===== src/rtl/jbr_sequencer_pkg.sv =====
// Shared types for the jump/branch sequencer: word width, nis encodings, FSM states.
// No logic; imported by the interface, the target selector and the top.
// Encodings match the decode stage's {nis2,nis1,nis0} field.
package jbr_sequencer_pkg;

  localparam int WORD_W = 32;

  typedef logic [WORD_W-1:0] word_t;

  // Instruction select; 3'b011 and 3'b111 are unassigned and reported as illegal.
  typedef enum logic [2:0] {
    NIS_NONE  = 3'b000,
    NIS_BMV   = 3'b001,
    NIS_BZ    = 3'b010,
    NIS_JSP   = 3'b100,
    NIS_BALRN = 3'b101,
    NIS_JMADD = 3'b110
  } nis_e;

  typedef enum logic {
    ST_IDLE = 1'b0,
    ST_MEM  = 1'b1
  } state_e;

endpackage


===== src/rtl/jbr_sequencer_if.sv =====
// Decode-side and data-memory-side signals of the sequencer, bundled.
// master = decode + memory environment, slave = the sequencer itself.
// op_valid/op_ready handshake on decode; mem_req/mem_ready on memory.
interface jbr_sequencer_if;

  logic                         op_valid;
  logic                         op_ready;
  logic [2:0]                   nis;
  logic                         flag_n;
  logic                         flag_z;
  logic                         flag_v;
  jbr_sequencer_pkg::word_t     pc4;
  jbr_sequencer_pkg::word_t     reg1;
  logic [25:0]                  jmp_addr;
  jbr_sequencer_pkg::word_t     mem_ea;
  logic                         mem_req;
  jbr_sequencer_pkg::word_t     mem_addr;
  logic                         mem_ready;
  jbr_sequencer_pkg::word_t     mem_rdata;

  modport master (
    output op_valid, nis, flag_n, flag_z, flag_v, pc4, reg1, jmp_addr, mem_ea,
    output mem_ready, mem_rdata,
    input  op_ready, mem_req, mem_addr
  );

  modport slave (
    input  op_valid, nis, flag_n, flag_z, flag_v, pc4, reg1, jmp_addr, mem_ea,
    input  mem_ready, mem_rdata,
    output op_ready, mem_req, mem_addr
  );

endinterface


===== src/rtl/jbr_target_sel.sv =====
// Next-PC / taken selection for ops that resolve without a memory read.
// Purely combinational, zero latency.
// No backpressure; go_mem tells the FSM the op needs a target fetch instead.
module jbr_target_sel
  import jbr_sequencer_pkg::*;
(
  input  logic [2:0]  nis,
  input  logic        flag_n,
  input  logic        flag_z,
  input  logic        flag_v,
  input  word_t       pc4,
  input  word_t       reg1,
  input  logic [25:0] jmp_addr,
  output word_t       target,
  output logic        taken,
  output logic        go_mem,
  output logic        illegal
);

  // Fall through to pc4 unless a branch condition holds or a fetch is needed.
  always_comb begin
    target  = pc4;
    taken   = 1'b0;
    go_mem  = 1'b0;
    illegal = 1'b0;
    case (nis)
      NIS_BZ: begin
        if (flag_z) begin
          target = {6'b0, jmp_addr};
          taken  = 1'b1;
        end
      end
      NIS_BALRN: begin
        if (flag_n) begin
          target = reg1;
          taken  = 1'b1;
        end
      end
      NIS_BMV:              go_mem  = flag_v;
      NIS_JSP, NIS_JMADD:   go_mem  = 1'b1;
      3'b011, 3'b111:       illegal = 1'b1;
      default: ;
    endcase
  end

endmodule


===== src/rtl/jbr_sequencer.sv =====
// PC owner for bmv/bz/jsp/balrn/jmadd; fetches memory-indirect targets (JBR_TIMEOUT_EN adds a wait limit).
// Non-memory ops: pc on the accepting edge. Memory ops: pc on the first mem_ready edge (>= 2 edges).
// op_ready low while a read is outstanding; decode holds; mem_addr held while mem_req high.
module jbr_sequencer
  import jbr_sequencer_pkg::*;
#(
  parameter word_t       RESET_PC       = 32'h0000_0000,
  parameter int unsigned TIMEOUT_CYCLES = 16
) (
  input  logic            clk,
  input  logic            rst_n,
  jbr_sequencer_if.slave  bus,
  output word_t           pc,
  output logic            taken,
  output logic            illegal,
  output logic            fault
);

  state_e state_q, state_d;
  word_t  pc_q, pc_d;
  word_t  mem_addr_q, mem_addr_d;
  logic   taken_q, taken_d;
  logic   illegal_q, illegal_d;

  word_t  sel_target;
  logic   sel_taken, sel_go_mem, sel_illegal;

`ifdef JBR_TIMEOUT_EN
  localparam int CNT_W = (TIMEOUT_CYCLES > 1) ? $clog2(TIMEOUT_CYCLES) : 1;
  localparam logic [CNT_W-1:0] CNT_LAST = CNT_W'(TIMEOUT_CYCLES - 1);
  logic [CNT_W-1:0] cnt_q, cnt_d;
  logic             fault_q, fault_d;
  word_t            pc4_q, pc4_d;
`endif

  jbr_target_sel u_target_sel (
    .nis      (bus.nis),
    .flag_n   (bus.flag_n),
    .flag_z   (bus.flag_z),
    .flag_v   (bus.flag_v),
    .pc4      (bus.pc4),
    .reg1     (bus.reg1),
    .jmp_addr (bus.jmp_addr),
    .target   (sel_target),
    .taken    (sel_taken),
    .go_mem   (sel_go_mem),
    .illegal  (sel_illegal)
  );

  // Next-state and next-PC decisions; pulses default low every cycle.
  always_comb begin
    state_d    = state_q;
    pc_d       = pc_q;
    mem_addr_d = mem_addr_q;
    taken_d    = 1'b0;
    illegal_d  = 1'b0;
`ifdef JBR_TIMEOUT_EN
    cnt_d      = cnt_q;
    fault_d    = fault_q;
    pc4_d      = pc4_q;
`endif
    case (state_q)
      ST_IDLE: begin
        if (bus.op_valid) begin
          if (sel_go_mem) begin
            state_d    = ST_MEM;
            mem_addr_d = bus.mem_ea;
`ifdef JBR_TIMEOUT_EN
            cnt_d      = '0;
            pc4_d      = bus.pc4;
`endif
          end else begin
            pc_d      = sel_target;
            taken_d   = sel_taken;
            illegal_d = sel_illegal;
          end
        end
      end
      ST_MEM: begin
        // A read completing on the expiry cycle still commits normally.
        if (bus.mem_ready) begin
          pc_d    = bus.mem_rdata;
          taken_d = 1'b1;
          state_d = ST_IDLE;
        end
`ifdef JBR_TIMEOUT_EN
        else if (cnt_q == CNT_LAST) begin
          pc_d    = pc4_q;
          fault_d = 1'b1;
          state_d = ST_IDLE;
        end else begin
          cnt_d = cnt_q + 1'b1;
        end
`endif
      end
      default: state_d = ST_IDLE;
    endcase
  end

  // State, PC and registered pulses; reset abandons any outstanding read.
  always_ff @(posedge clk or negedge rst_n) begin
    if (!rst_n) begin
      state_q    <= ST_IDLE;
      pc_q       <= RESET_PC;
      mem_addr_q <= '0;
      taken_q    <= 1'b0;
      illegal_q  <= 1'b0;
`ifdef JBR_TIMEOUT_EN
      cnt_q      <= '0;
      fault_q    <= 1'b0;
      pc4_q      <= '0;
`endif
    end else begin
      state_q    <= state_d;
      pc_q       <= pc_d;
      mem_addr_q <= mem_addr_d;
      taken_q    <= taken_d;
      illegal_q  <= illegal_d;
`ifdef JBR_TIMEOUT_EN
      cnt_q      <= cnt_d;
      fault_q    <= fault_d;
      pc4_q      <= pc4_d;
`endif
    end
  end

  assign bus.op_ready = (state_q == ST_IDLE);
  assign bus.mem_req  = (state_q == ST_MEM);
  assign bus.mem_addr = mem_addr_q;
  assign pc           = pc_q;
  assign taken        = taken_q;
  assign illegal      = illegal_q;
`ifdef JBR_TIMEOUT_EN
  assign fault        = fault_q;
`else
  assign fault        = 1'b0;
`endif

endmodule

===== src/flat_wrapper.sv =====
// flat-port wrapper written by rule: the top's interface ports become plain ports
module jbr_sequencer_flat import jbr_sequencer_pkg::*;
#(
  parameter word_t       RESET_PC       = 32'h0000_0000,
  parameter int unsigned TIMEOUT_CYCLES = 16
)
  (clk, rst_n, pc, taken, illegal, fault, bus_op_valid, bus_nis, bus_flag_n, bus_flag_z, bus_flag_v, bus_pc4, bus_reg1, bus_jmp_addr, bus_mem_ea, bus_mem_ready, bus_mem_rdata, bus_op_ready, bus_mem_req, bus_mem_addr);
  jbr_sequencer_if bus_i ();
  input  logic clk;
  input  logic rst_n;
  output word_t pc;
  output logic taken;
  output logic illegal;
  output logic fault;
  input wire logic [$bits(bus_i.op_valid)-1:0] bus_op_valid;
  input wire logic [$bits(bus_i.nis)-1:0] bus_nis;
  input wire logic [$bits(bus_i.flag_n)-1:0] bus_flag_n;
  input wire logic [$bits(bus_i.flag_z)-1:0] bus_flag_z;
  input wire logic [$bits(bus_i.flag_v)-1:0] bus_flag_v;
  input wire logic [$bits(bus_i.pc4)-1:0] bus_pc4;
  input wire logic [$bits(bus_i.reg1)-1:0] bus_reg1;
  input wire logic [$bits(bus_i.jmp_addr)-1:0] bus_jmp_addr;
  input wire logic [$bits(bus_i.mem_ea)-1:0] bus_mem_ea;
  input wire logic [$bits(bus_i.mem_ready)-1:0] bus_mem_ready;
  input wire logic [$bits(bus_i.mem_rdata)-1:0] bus_mem_rdata;
  output wire logic [$bits(bus_i.op_ready)-1:0] bus_op_ready;
  output wire logic [$bits(bus_i.mem_req)-1:0] bus_mem_req;
  output wire logic [$bits(bus_i.mem_addr)-1:0] bus_mem_addr;
  assign bus_i.op_valid = bus_op_valid;
  assign bus_i.nis = bus_nis;
  assign bus_i.flag_n = bus_flag_n;
  assign bus_i.flag_z = bus_flag_z;
  assign bus_i.flag_v = bus_flag_v;
  assign bus_i.pc4 = bus_pc4;
  assign bus_i.reg1 = bus_reg1;
  assign bus_i.jmp_addr = bus_jmp_addr;
  assign bus_i.mem_ea = bus_mem_ea;
  assign bus_i.mem_ready = bus_mem_ready;
  assign bus_i.mem_rdata = bus_mem_rdata;
  assign bus_op_ready = bus_i.op_ready;
  assign bus_mem_req = bus_i.mem_req;
  assign bus_mem_addr = bus_i.mem_addr;
  jbr_sequencer #(.RESET_PC(RESET_PC), .TIMEOUT_CYCLES(TIMEOUT_CYCLES)) u_core (.clk(clk), .rst_n(rst_n), .bus(bus_i), .pc(pc), .taken(taken), .illegal(illegal), .fault(fault));
endmodule

===== config.mk =====
export PLATFORM = sky130hd
export DESIGN_NAME = jbr_sequencer_flat
export DESIGN_NICKNAME = d
export VERILOG_FILES = /design/src/rtl/jbr_sequencer_pkg.sv /design/src/rtl/jbr_sequencer_if.sv /design/src/rtl/jbr_target_sel.sv /design/src/rtl/jbr_sequencer.sv /design/src/flat_wrapper.sv
export SDC_FILE = /design/constraint.sdc
export NUM_CORES = 1
export LEC_CHECK = 0
export BUFFER_PORTS_ARGS = -buffer_cell sky130_fd_sc_hd__buf_2
export CORE_MARGIN = 4
export CORE_UTILIZATION = 45
export CTS_CLUSTER_SIZE = 10
export DETAILED_ROUTE_END_ITERATION = 7
export GPL_TIMING_DRIVEN = 0
export PLACE_DENSITY = 0.91
export SLEW_MARGIN = 20
export SYNTH_ARGS = -nofsm -noshare
export SYNTH_HDL_FRONTEND = slang
export SYNTH_SLANG_ARGS = --single-unit

===== constraint.sdc =====
create_clock -name clk -period 2.6 [get_ports clk]
set_input_delay 0.26 -clock clk [delete_from_list [all_inputs] [get_ports clk]]
set_output_delay 0.26 -clock clk [all_outputs]
set_load 0.02 [all_outputs]

==> results of run 1 <==
## cells by family (layout without fill, tap and decap cells)
logic type,after synthesis,in the layout,synth area share (%)
multiplexers,36,36,11.9
flip-flops,67,67,49.9
other,1,1,0.112
AO/OA/AOI/OAI,93,93,24.3
buffers and inverters,29,278,4.69
AND/OR/NAND/NOR,70,70,9.09
## placed cells by master, fill, tap and decap left out, types with 2 or more instances in the layout
master,synthesis,final
a221oi_1,2,2
nand2_1,34,34
nor2_1,28,28
bufinv_16,0,3
o21ai_1,4,4
mux2_2,3,3
a211oi_1,17,17
mux2_1,29,29
a211oi_2,9,9
buf_6,3,3
clkbuf_1,5,6
o31ai_1,19,19
clkbuf_8,0,9
buf_4,2,3
a22o_1,26,26
a2bb2oi_1,4,4
o31ai_2,9,9
mux2i_1,4,4
buf_1,3,3
buf_2,15,245
dfrtp_1,67,67
## cells in the mapped netlist, drive strengths merged, types with 2 or more instances
cell type	count	area [sq um]
buf	23	135
nor2	29	116
mux2	32	360
nand2	34	128
o31ai	28	255
a2bb2oi	4	35.0
o21ai	5	25.0
a22o	26	228
a211oi	26	240
clkbuf	5	18.8
mux2i	4	40.0
a221oi	2	17.5
dfrtp	67	1680
## how the worst max path moves through the flow
stage                                      endpoint  slack, ps                          from  depth (start not counted)
after CTS                              bus_op_ready        620  u_core.bus.mem_req$_DFF_PN0_                          4
after global placement    u_core.pc[19]$_DFFE_PN0P_        750  u_core.bus.mem_req$_DFF_PN0_                          7
final                                  bus_op_ready        610  u_core.bus.mem_req$_DFF_PN0_                          4
after global routing                   bus_op_ready        510  u_core.bus.mem_req$_DFF_PN0_                          4
after floorplan           u_core.pc[16]$_DFFE_PN0P_        990  u_core.bus.mem_req$_DFF_PN0_                          7
after detailed placement  u_core.pc[18]$_DFFE_PN0P_        730  u_core.bus.mem_req$_DFF_PN0_                          7
## per-stage QoR
stage,setup slack [ps],total power [mW],instance area (sq um)
floorplan,994,2.17,3360
finish,606,3.75,4910
detailed placement,726,2.74,4660
global route,515,3.96,4910
global placement,750,2.68,4640
CTS,623,3.78,4910
## final cells by class
cell class                      instances  area share (%)
Inverter                                1          0.0764
Tap cell                               99            2.52
Sequential cell                        67            34.1
Clock buffer                           10            2.60
Clock inverter                          6            2.29
Multi-Input combinational cell        200            31.0
Buffer                                 28            3.13
Timing Repair Buffer                  233            24.2
## routing by layer
layer,part of all wire [%],wire [um],vias to the layer above
met5,0,0,-
met4,2.3,255,0
met2,52,5750,161
li1,-,-,1585
met3,8.7,959,26
met1,37,4080,1606
## critical path, cell delays in order (launching register included)
cell,delay [ps]
dfrtp_1,380
buf_2,190
inv_1,120
clkbuf_1,450
buf_2,270
## registers in the layout (all words and copies together) (netlist names)
name	count
u_core.bus.mem_addr	32
u_core.pc	32
u_core.bus.mem_req	1
u_core.illegal	1
u_core.taken	1
## power groups by stage
stage	sequential (mW)	combinational [mW]	clock (mW)
CTS	1.44	1.29	1.06
detailed placement	1.46	1.28	0
global route	1.47	1.37	1.12
finish	1.44	1.27	1.04
global placement	1.44	1.24	0
floorplan	1.78	0.397	0
==> flow_summary.yaml, run 1 <==
timing:
  slew_viol_final: 0
  setup_violations: 0
  fmax_mhz: 502
  relSlewSlack_pct: 62.8
  holdWs_ps: 135
  period_needed_ps: 1990
  hold_violations: 0
  fin_crit_sh_pct: 76.7
  rsz0062_at_grt: "no"
  fin_setup_tns_ps: 0
  fin_worst_skew_ps: 8.87
  tightest_slew_ps: 557
clock_network:
  cts_resized: 0
  cts_sinks: 67
  worstSkewPairLatency_ps: 330
  numCtsBuffers: 9
  cts_tree: "done"
  clockRootBuffer: "clkbuf_8"
  cts_max_level: 3
  ctsLongestPathBuffers: 2
  cts_hold_buf: 1
  clk_pin_slew_ps: 80
  post_cts_buffers: 0
pwr:
  seqPwrFrac_pct: 38.3
  comb_power_share_pct: 33.8
  intPower_mw: 2.44
  swShare_pct: 35.0
  p_sw_mw: 1.31
  powerDensity_nw_per_um2: 764
  ir_drop_mv: 0.293
  power_frac_clock_pct: 27.8
  leakage_nw: 2.52
route:
  detail-route-antenna-nets: 0
  firstDrtPassIters: 4
  drcViolationCount: 0
  wire_per_inst_um: 17.1
  viasPerCell: 5.25
  via_count: 3378
  wirelength_um: 11000
  initialDrtViolationCount: 66
final_layout:
  fillCellCount: 566
  seq_area_sq_um: 1680
  diodes: 0
  final_util_pct: 67.7
  multiInputGateArea_sq_um: 1520
  final_nets: 704
  drive_gt1_share_pct: 53.2
  syn_to_final_growth_pct: 46.2
  instances_no_fill: 644
setup_path:
  r2r_cells: 7
  setup.worst_path.end_class: "output pin"
  r2r_start: "u_core.bus.mem_req$_DFF_PN0_"
  cp.arrival_ps: 1730
  startpoint_type: "flop"
  required_ps: 2340
  critical_path_class: "flop to output pin"
  regToRegSetupSlack_ps: 750
  cp_max_fo: 10
  r2r_end: "u_core.pc[7]$_DFFE_PN0P_"
placement:
  dpl.hpwl_um: 9000
  gp_congestion: 0.867
  portBuffers: 231
  dp.cells: 627
yosys:
  synth_fp_nets: 460
  yosys_warnings: 0
  yosysUniqueCellTypes: 32
  synth.avg_cell_area_sq_um: 11.3
  synth-seq-area-share_pct: 49.9
  async_reset_ff_share_pct: 100
  ys_ff_latch: 67
  syn_inst: 296
  dominantRegCellSynth: "dfrtp_1"
  synth_edf_count: 0
  synth_area_sq_um: 3360
hold_path:
  min_to: "u_core.bus.mem_addr[21]$_DFFE_PN0P_"
  min_from: "bus_mem_ea[21]"
  hold_class: "primary input to flop"
  whs_path_depth: 2
floorplan:
  die_x_um: 94.4
  core_area_sq_um: 7250
  die_y_um: 94.4
  io_pins: 233
  rows: 31
  die-area_sq_um: 8910
  start_util_pct: 46.3
global_routing:
  grt_max_degree: 38
  grt_pass1_wl_um: 16700
  busiest_layer: "met2"
  met2_usage_pct: 43.5
  grt_overflow: 0
  antenna_found_initial: 0
  grt_pass1_vias: 3533
  grtUsageMet1_pct: 28.1
  met3_usage_pct: 5.42
  grt_use_total_pct: 24.2
flow_run:
  cap_violations: 0
outcome:
  status: "finished clean"
Note: power is estimated with default switching activity, not from simulation.
==> run 2: changes to the inputs <==
Settings changed: CORE_UTILIZATION 45 to 42, PLACE_DENSITY 0.91 to 0.86.
Clock period 2.6 ns to 1.92 ns, I/O delays scaled along.
==> flow_summary.yaml, run 2 (same netlist as run 1, synthesis figures left out) <==
outcome:
  status: "finished clean"
route:
  viasPerCell: 5.28
  wire_per_inst_um: 17.4
  met3_length_um: 975
  via_count: 3412
  detail-route-antenna-nets: 0
  initialDrtViolationCount: 71
  drcViolationCount: 0
  wl_met2_um: 5570
  firstDrtPassIters: 4
  wirelength_um: 11200
  highest_layer: "met5"
  met1_length_um: 4370
setup_path:
  required_ps: 2120
  cp.arrival_ps: 1950
  r2r_end: "u_core.pc[13]$_DFFE_PN0P_"
  critical-path-max-stage-delay_ps: 340
  regToRegSetupSlack_ps: 180
  critical_path_class: "flop to flop"
  r2r_cells: 6
  cp_common_cell: "buf_2"
  slowest_stage: "dfrtp_1"
  critPathTopFamily: "buffers and inverters"
  cp_cell_sequence: "buf_2 > nor2b_2 > a32oi_1 > buf_2 > buf_2 > o31ai_1"
  startpoint_type: "flop"
  r2r_start: "u_core.bus.mem_req$_DFF_PN0_"
  critPathBufInv: 3
  setup.worst_path.end_class: "flop"
  cp_max_fo: 10
timing:
  holdWs_ps: 58.5
  relSlewSlack_pct: 62.2
  fin_worst_skew_ps: 8.88
  tightest_slew_ps: 568
  fin_setup_tns_ps: 0
  fmax_mhz: 574
  period_needed_ps: 1740
  fin_crit_sh_pct: 90.7
  rsz0062_at_grt: "no"
  setup_violations: 0
  slew_viol_final: 0
  hold_violations: 0
final_layout:
  multiInputGateArea_sq_um: 1520
  final_nets: 704
  syn_to_final_growth_pct: 46.4
  instances_no_fill: 646
  fillCellCount: 649
  seq_area_sq_um: 1680
  drive_gt1_share_pct: 53.9
  diodes: 0
  layout_commonest_cell: "buf_2"
  final_cell_mix: "buf_2, dfrtp_1, nand2_1, mux2_1, nor2_1"
  final_util_pct: 63.3
floorplan:
  start_util_pct: 43.2
  rows: 32
  die-area_sq_um: 9490
  die_x_um: 97.4
  die_y_um: 97.4
  io_pins: 233
  core_area_sq_um: 7770
placement:
  dp.cells: 630
  portBuffers: 231
  gp_congestion: 0.839
  dpl.hpwl_um: 9040
clock_network:
  cts_max_level: 3
  clk_pin_slew_ps: 70
  post_cts_buffers: 0
  cts_tree: "done"
  numCtsBuffers: 9
  ctsLongestPathBuffers: 2
  clockRootBuffer: "clkbuf_8"
  worstSkewPairLatency_ps: 330
  cts_sinks: 67
hold_path:
  whs_path_depth: 2
  min_from: "bus_mem_ready"
  hold_class: "primary input to flop"
  min_to: "u_core.bus.mem_req$_DFF_PN0_"
pwr:
  leakage_nw: 2.52
  ir_drop_mv: 0.427
  powerDensity_nw_per_um2: 1030
global_routing:
  grt_overflow: 0
  grt_use_total_pct: 23.6
  grt_max_degree: 40
  antenna_found_initial: 1
  grt_pass1_wl_um: 18000
  grt_pass1_vias: 3639
flow_run:
  cap_violations: 0
[run 2: cell count changes in the layout (fill, tap and decap cells not counted), sizes merged]
cell	before	now
inv	2	1
buf	255	253
clkbuf	15	16
clkinvlp	0	1
[run 2: report_power, final]
part           switching [mW]  leakage, nW  internal [mW]
registers               0.182        0.811           1.76
clock network           0.531        0.115          0.859
logic                    1.04         1.60          0.673
[run 2: what timing repair did]
| item | in CTS | in global routing |
|---|---|---|
| resized for setup | 0 | 4 |
| hold buffers | 1 | 0 |
| endpoints found under the setup margin | 0 | 21 |
| hold endpoints to repair | 28 | 0 |
[run 2: stage by stage]
stage / setup WS, ps / total power [mW] / cell area [sq um]
CTS: 20.0 / 5.12 / 4910
global route: 9.68 / 5.35 / 4920
global placement: 82.5 / 3.63 / 4640
finish: 178 / 5.05 / 4920
detailed placement: 29.0 / 3.70 / 4660
floorplan: 314 / 2.94 / 3360
[run 2: how the worst max path moves through the flow]
stage          slack [ps]                        end                          from  depth (start not counted)
5_1_grt                10  u_core.pc[13]$_DFFE_PN0P_  u_core.bus.mem_req$_DFF_PN0_                          6
6_report              180  u_core.pc[13]$_DFFE_PN0P_  u_core.bus.mem_req$_DFF_PN0_                          6
2_1_floorplan         310  u_core.pc[16]$_DFFE_PN0P_  u_core.bus.mem_req$_DFF_PN0_                          7
3_3_place_gp           80   u_core.pc[8]$_DFFE_PN0P_  u_core.bus.mem_req$_DFF_PN0_                          7
4_1_cts                20  u_core.pc[20]$_DFFE_PN0P_  u_core.bus.mem_req$_DFF_PN0_                          7
3_5_place_dp           30  u_core.pc[20]$_DFFE_PN0P_  u_core.bus.mem_req$_DFF_PN0_                          7
[run 2: area by class of cell]
cell class                 instances  area share, %
sequential                        67           34.1
clock inverter                     6           2.34
timing repair buffer             233           24.2
clock buffer                       9           2.52
buffer                            28           3.21
inverter                           1         0.0763
tap                              102           2.60
multi-input combinational        200           31.0
[run 2: worst reg2reg max path, cell delays in order (launching register included)]
cell and delay (ps):
dfrtp_1 340, buf_2 220, nor2b_2 80, a32oi_1 250, buf_2 290, buf_2 320
o31ai_1 130
[run 2: routing by layer]
layer / vias to the layer above / track usage [%]
met5: - / 0
met4: 2 / 8.95
met3: 28 / 6.96
met2: 190 / 40.6
met1: 1613 / 27.9
li1: 1579 / -
==> run 3: changes to the inputs <==
Settings changed: ABC_AREA set to 1, CORE_UTILIZATION 42 to 46, PLACE_DENSITY 0.86 to 0.87.
==> flow_summary.yaml, run 3 <==
placement:
  dpl.hpwl_um: 11700
  gp_congestion: 0.922
  portBuffers: 229
  dp_slack_ps: 300
timing:
  worst_slack_ps: 186
  tightest_slew_ps: 501
  fin_worst_skew_ps: 6.59
  slew_viol_final: 0
  relSlewSlack_pct: 66.6
  fin_crit_sh_pct: 90.3
  setup_violations: 0
  fmax_mhz: 577
  fin_setup_tns_ps: 0
  hold_violations: 0
  period_needed_ps: 1730
  rsz0062_at_grt: "no"
final_layout:
  final_cell_mix: "nand2_1, buf_2, nand3_1, dfrtp_1, inv_1"
  drive_gt1_share_pct: 31.5
  diodes: 0
  final_util_pct: 64.5
  layout_commonest_cell: "nand2_1"
  syn_to_final_growth_pct: 36.3
  final_nets: 1111
  fillCellCount: 909
pwr:
  powerDensity_nw_per_um2: 872
  power_mw: 5.20
  intPower_mw: 3.26
  swShare_pct: 37.2
  comb_power_share_pct: 35.8
  leakage_nw: 3.64
  seqPwrFrac_pct: 36.8
  power_frac_clock_pct: 27.5
  ir_drop_mv: 0.629
  p_sw_mw: 1.94
global_routing:
  grt_pass1_wl_um: 23900
  antenna_found_initial: 0
  grt_pass1_vias: 5013
  grt_overflow: 0
  met3_usage_pct: 7.04
  met2_usage_pct: 43.8
  busiest_layer: "met2"
  grt_use_total_pct: 26.5
  grt_max_degree: 49
  grtUsageMet1_pct: 33.8
yosys:
  ys_ff_latch: 67
  syn_inst: 706
  synth_top_cell_by_area: "dfrtp_1"
  dominantRegCellSynth: "dfrtp_1"
  yosysTopAreaCellShare_pct: 38.3
  yosys-top-cells-count: "nand2_1, nand3_1, dfrtp_1"
  synth_most_common_cell: "nand2_1"
  synth_edf_count: 0
  synth-seq-area-share_pct: 38.3
  async_reset_ff_share_pct: 100
  yosysUniqueCellTypes: 22
  synth_top_cells_by_area: "dfrtp_1, nand2_1, nand3_1, inv_1, buf_2"
  synth_area_sq_um: 4370
  synth_fp_nets: 870
  yosys_warnings: 0
  synth.avg_cell_area_sq_um: 6.20
floorplan:
  die-area_sq_um: 11100
  rows: 35
  die_x_um: 106
  core_area_sq_um: 9240
  io_pins: 233
  start_util_pct: 47.3
  die_y_um: 106
route:
  drcViolationCount: 0
  viasPerCell: 4.91
  via_count: 5306
  wire_per_inst_um: 13.7
  detail-route-antenna-nets: 0
  firstDrtPassIters: 7
  initialDrtViolationCount: 350
  wirelength_um: 14800
clock_network:
  cts_sinks: 67
  numCtsBuffers: 9
  worstSkewPairLatency_ps: 340
  cts_tree: "done"
  ctsLongestPathBuffers: 2
  clk_pin_slew_ps: 80
  post_cts_buffers: 0
  clockRootBuffer: "clkbuf_8"
  cts_max_level: 3
flow_run:
  cap_violations: 0
setup_path:
  critPathBufInv: 4
  startpoint_type: "flop"
  cp_max_fo: 19
  critical-path-max-stage-delay_ps: 370
  critPathTopFamily: "buffers and inverters"
  cp_common_cell: "buf_2"
  slowest_stage: "dfrtp_1"
  setup.worst_path.end_class: "output pin"
  required_ps: 1730
  cp_cell_sequence: "buf_2 > inv_2 > clkbuf_4 > buf_2"
  cp.arrival_ps: 1540
  critical_path_class: "flop to output pin"
hold_path:
  hold_class: "primary input to flop"
outcome:
  status: "finished clean"
run 3: cell types whose count changed after synthesis, sizes merged, moves of 16 or more:
cell,previous run,this run
o31ai,28,0
mux2,32,0
a211oi,26,0
o21ai,5,42
nand3,0,75
inv,1,56
nand2,34,353
a22o,26,0
nand4,0,16
run 3: kinds of logic after synthesis:
| group | share of synthesized area [%] |
|---|---|
| AND/OR/NAND/NOR | 46.6 |
| buffers and inverters | 9.81 |
| other | 0.0857 |
| flip-flops | 38.3 |
| AO/OA/AOI/OAI | 5.15 |
run 3: layer usage:
layer  vias to the layer above  part of all wire (%)
met4                         0                   2.4
li1                       2666                     -
met1                      2376                    41
met5                         -                     0
met2                       234                    48
met3                        30                   8.4
run 3: what timing repair did:
action                                  4_1_cts  5_1_grt
endpoints found under the hold margin        19        0
gates resized for setup                       0        1
cloned                                        0        0
hold buffers                                  1        0
endpoints found under the setup margin        1        2
run 3: power by group through the flow:
stage	Sequential [mW]	Combinational (mW)	Clock, mW
floorplan	2.33	0.684	0
global placement	1.92	1.82	0
detailed placement	1.93	1.87	0
CTS	1.91	1.87	1.46
global route	1.95	2.06	1.52
finish	1.91	1.86	1.43
run 3: path summary, 6_finish.rpt:
check | from | end | slack, ps | cells after the start
max | u_core.bus.mem_req$_DFF_PN0_ | bus_op_ready | 190 | 4
min | bus_mem_ea[12] | u_core.bus.mem_addr[12]$_DFFE_PN0P_ | 80 | 3
max reg2reg | u_core.bus.mem_req$_DFF_PN0_ | u_core.pc[30]$_DFFE_PN0P_ | 270 | 7
min reg2reg | u_core.pc[31]$_DFFE_PN0P_ | u_core.pc[31]$_DFFE_PN0P_ | 480 | 2
max in group asynchronous | rst_n | u_core.pc[19]$_DFFE_PN0P_ | 1110 | 3
min in group asynchronous | rst_n | u_core.pc[1]$_DFFE_PN0P_ | 290 | 2
run 3: worst reg2reg max path, delay by kind of cell, from the launching register on:
| kind | cells | cell delay (ps) |
|---|---|---|
| buffers and inverters | 4 | 860 |
| flip-flops | 1 | 370 |
| AND/OR/NAND/NOR | 3 | 310 |
run 3: stage by stage:
step	std cells	cell area [sq um]	hold slack, ps
floorplan	706	4370	-104
global placement	1064	5680	429
detailed placement	1065	5710	99.7
CTS	1081	5960	67.8
global route	1081	5960	71.2
finish	1081	5960	83.3
run 3: cell type report:
cell class	count	area, sq um	area share [%]
clock inverters	6	114	1.91
inverters	56	210	3.53
repair buffers	231	1190	19.9
clock buffers	10	128	2.14
flip-flops and latches	67	1680	28.1
well taps	129	161	2.71
plain buffers	44	216	3.63
multi-input cells	538	2270	38.1
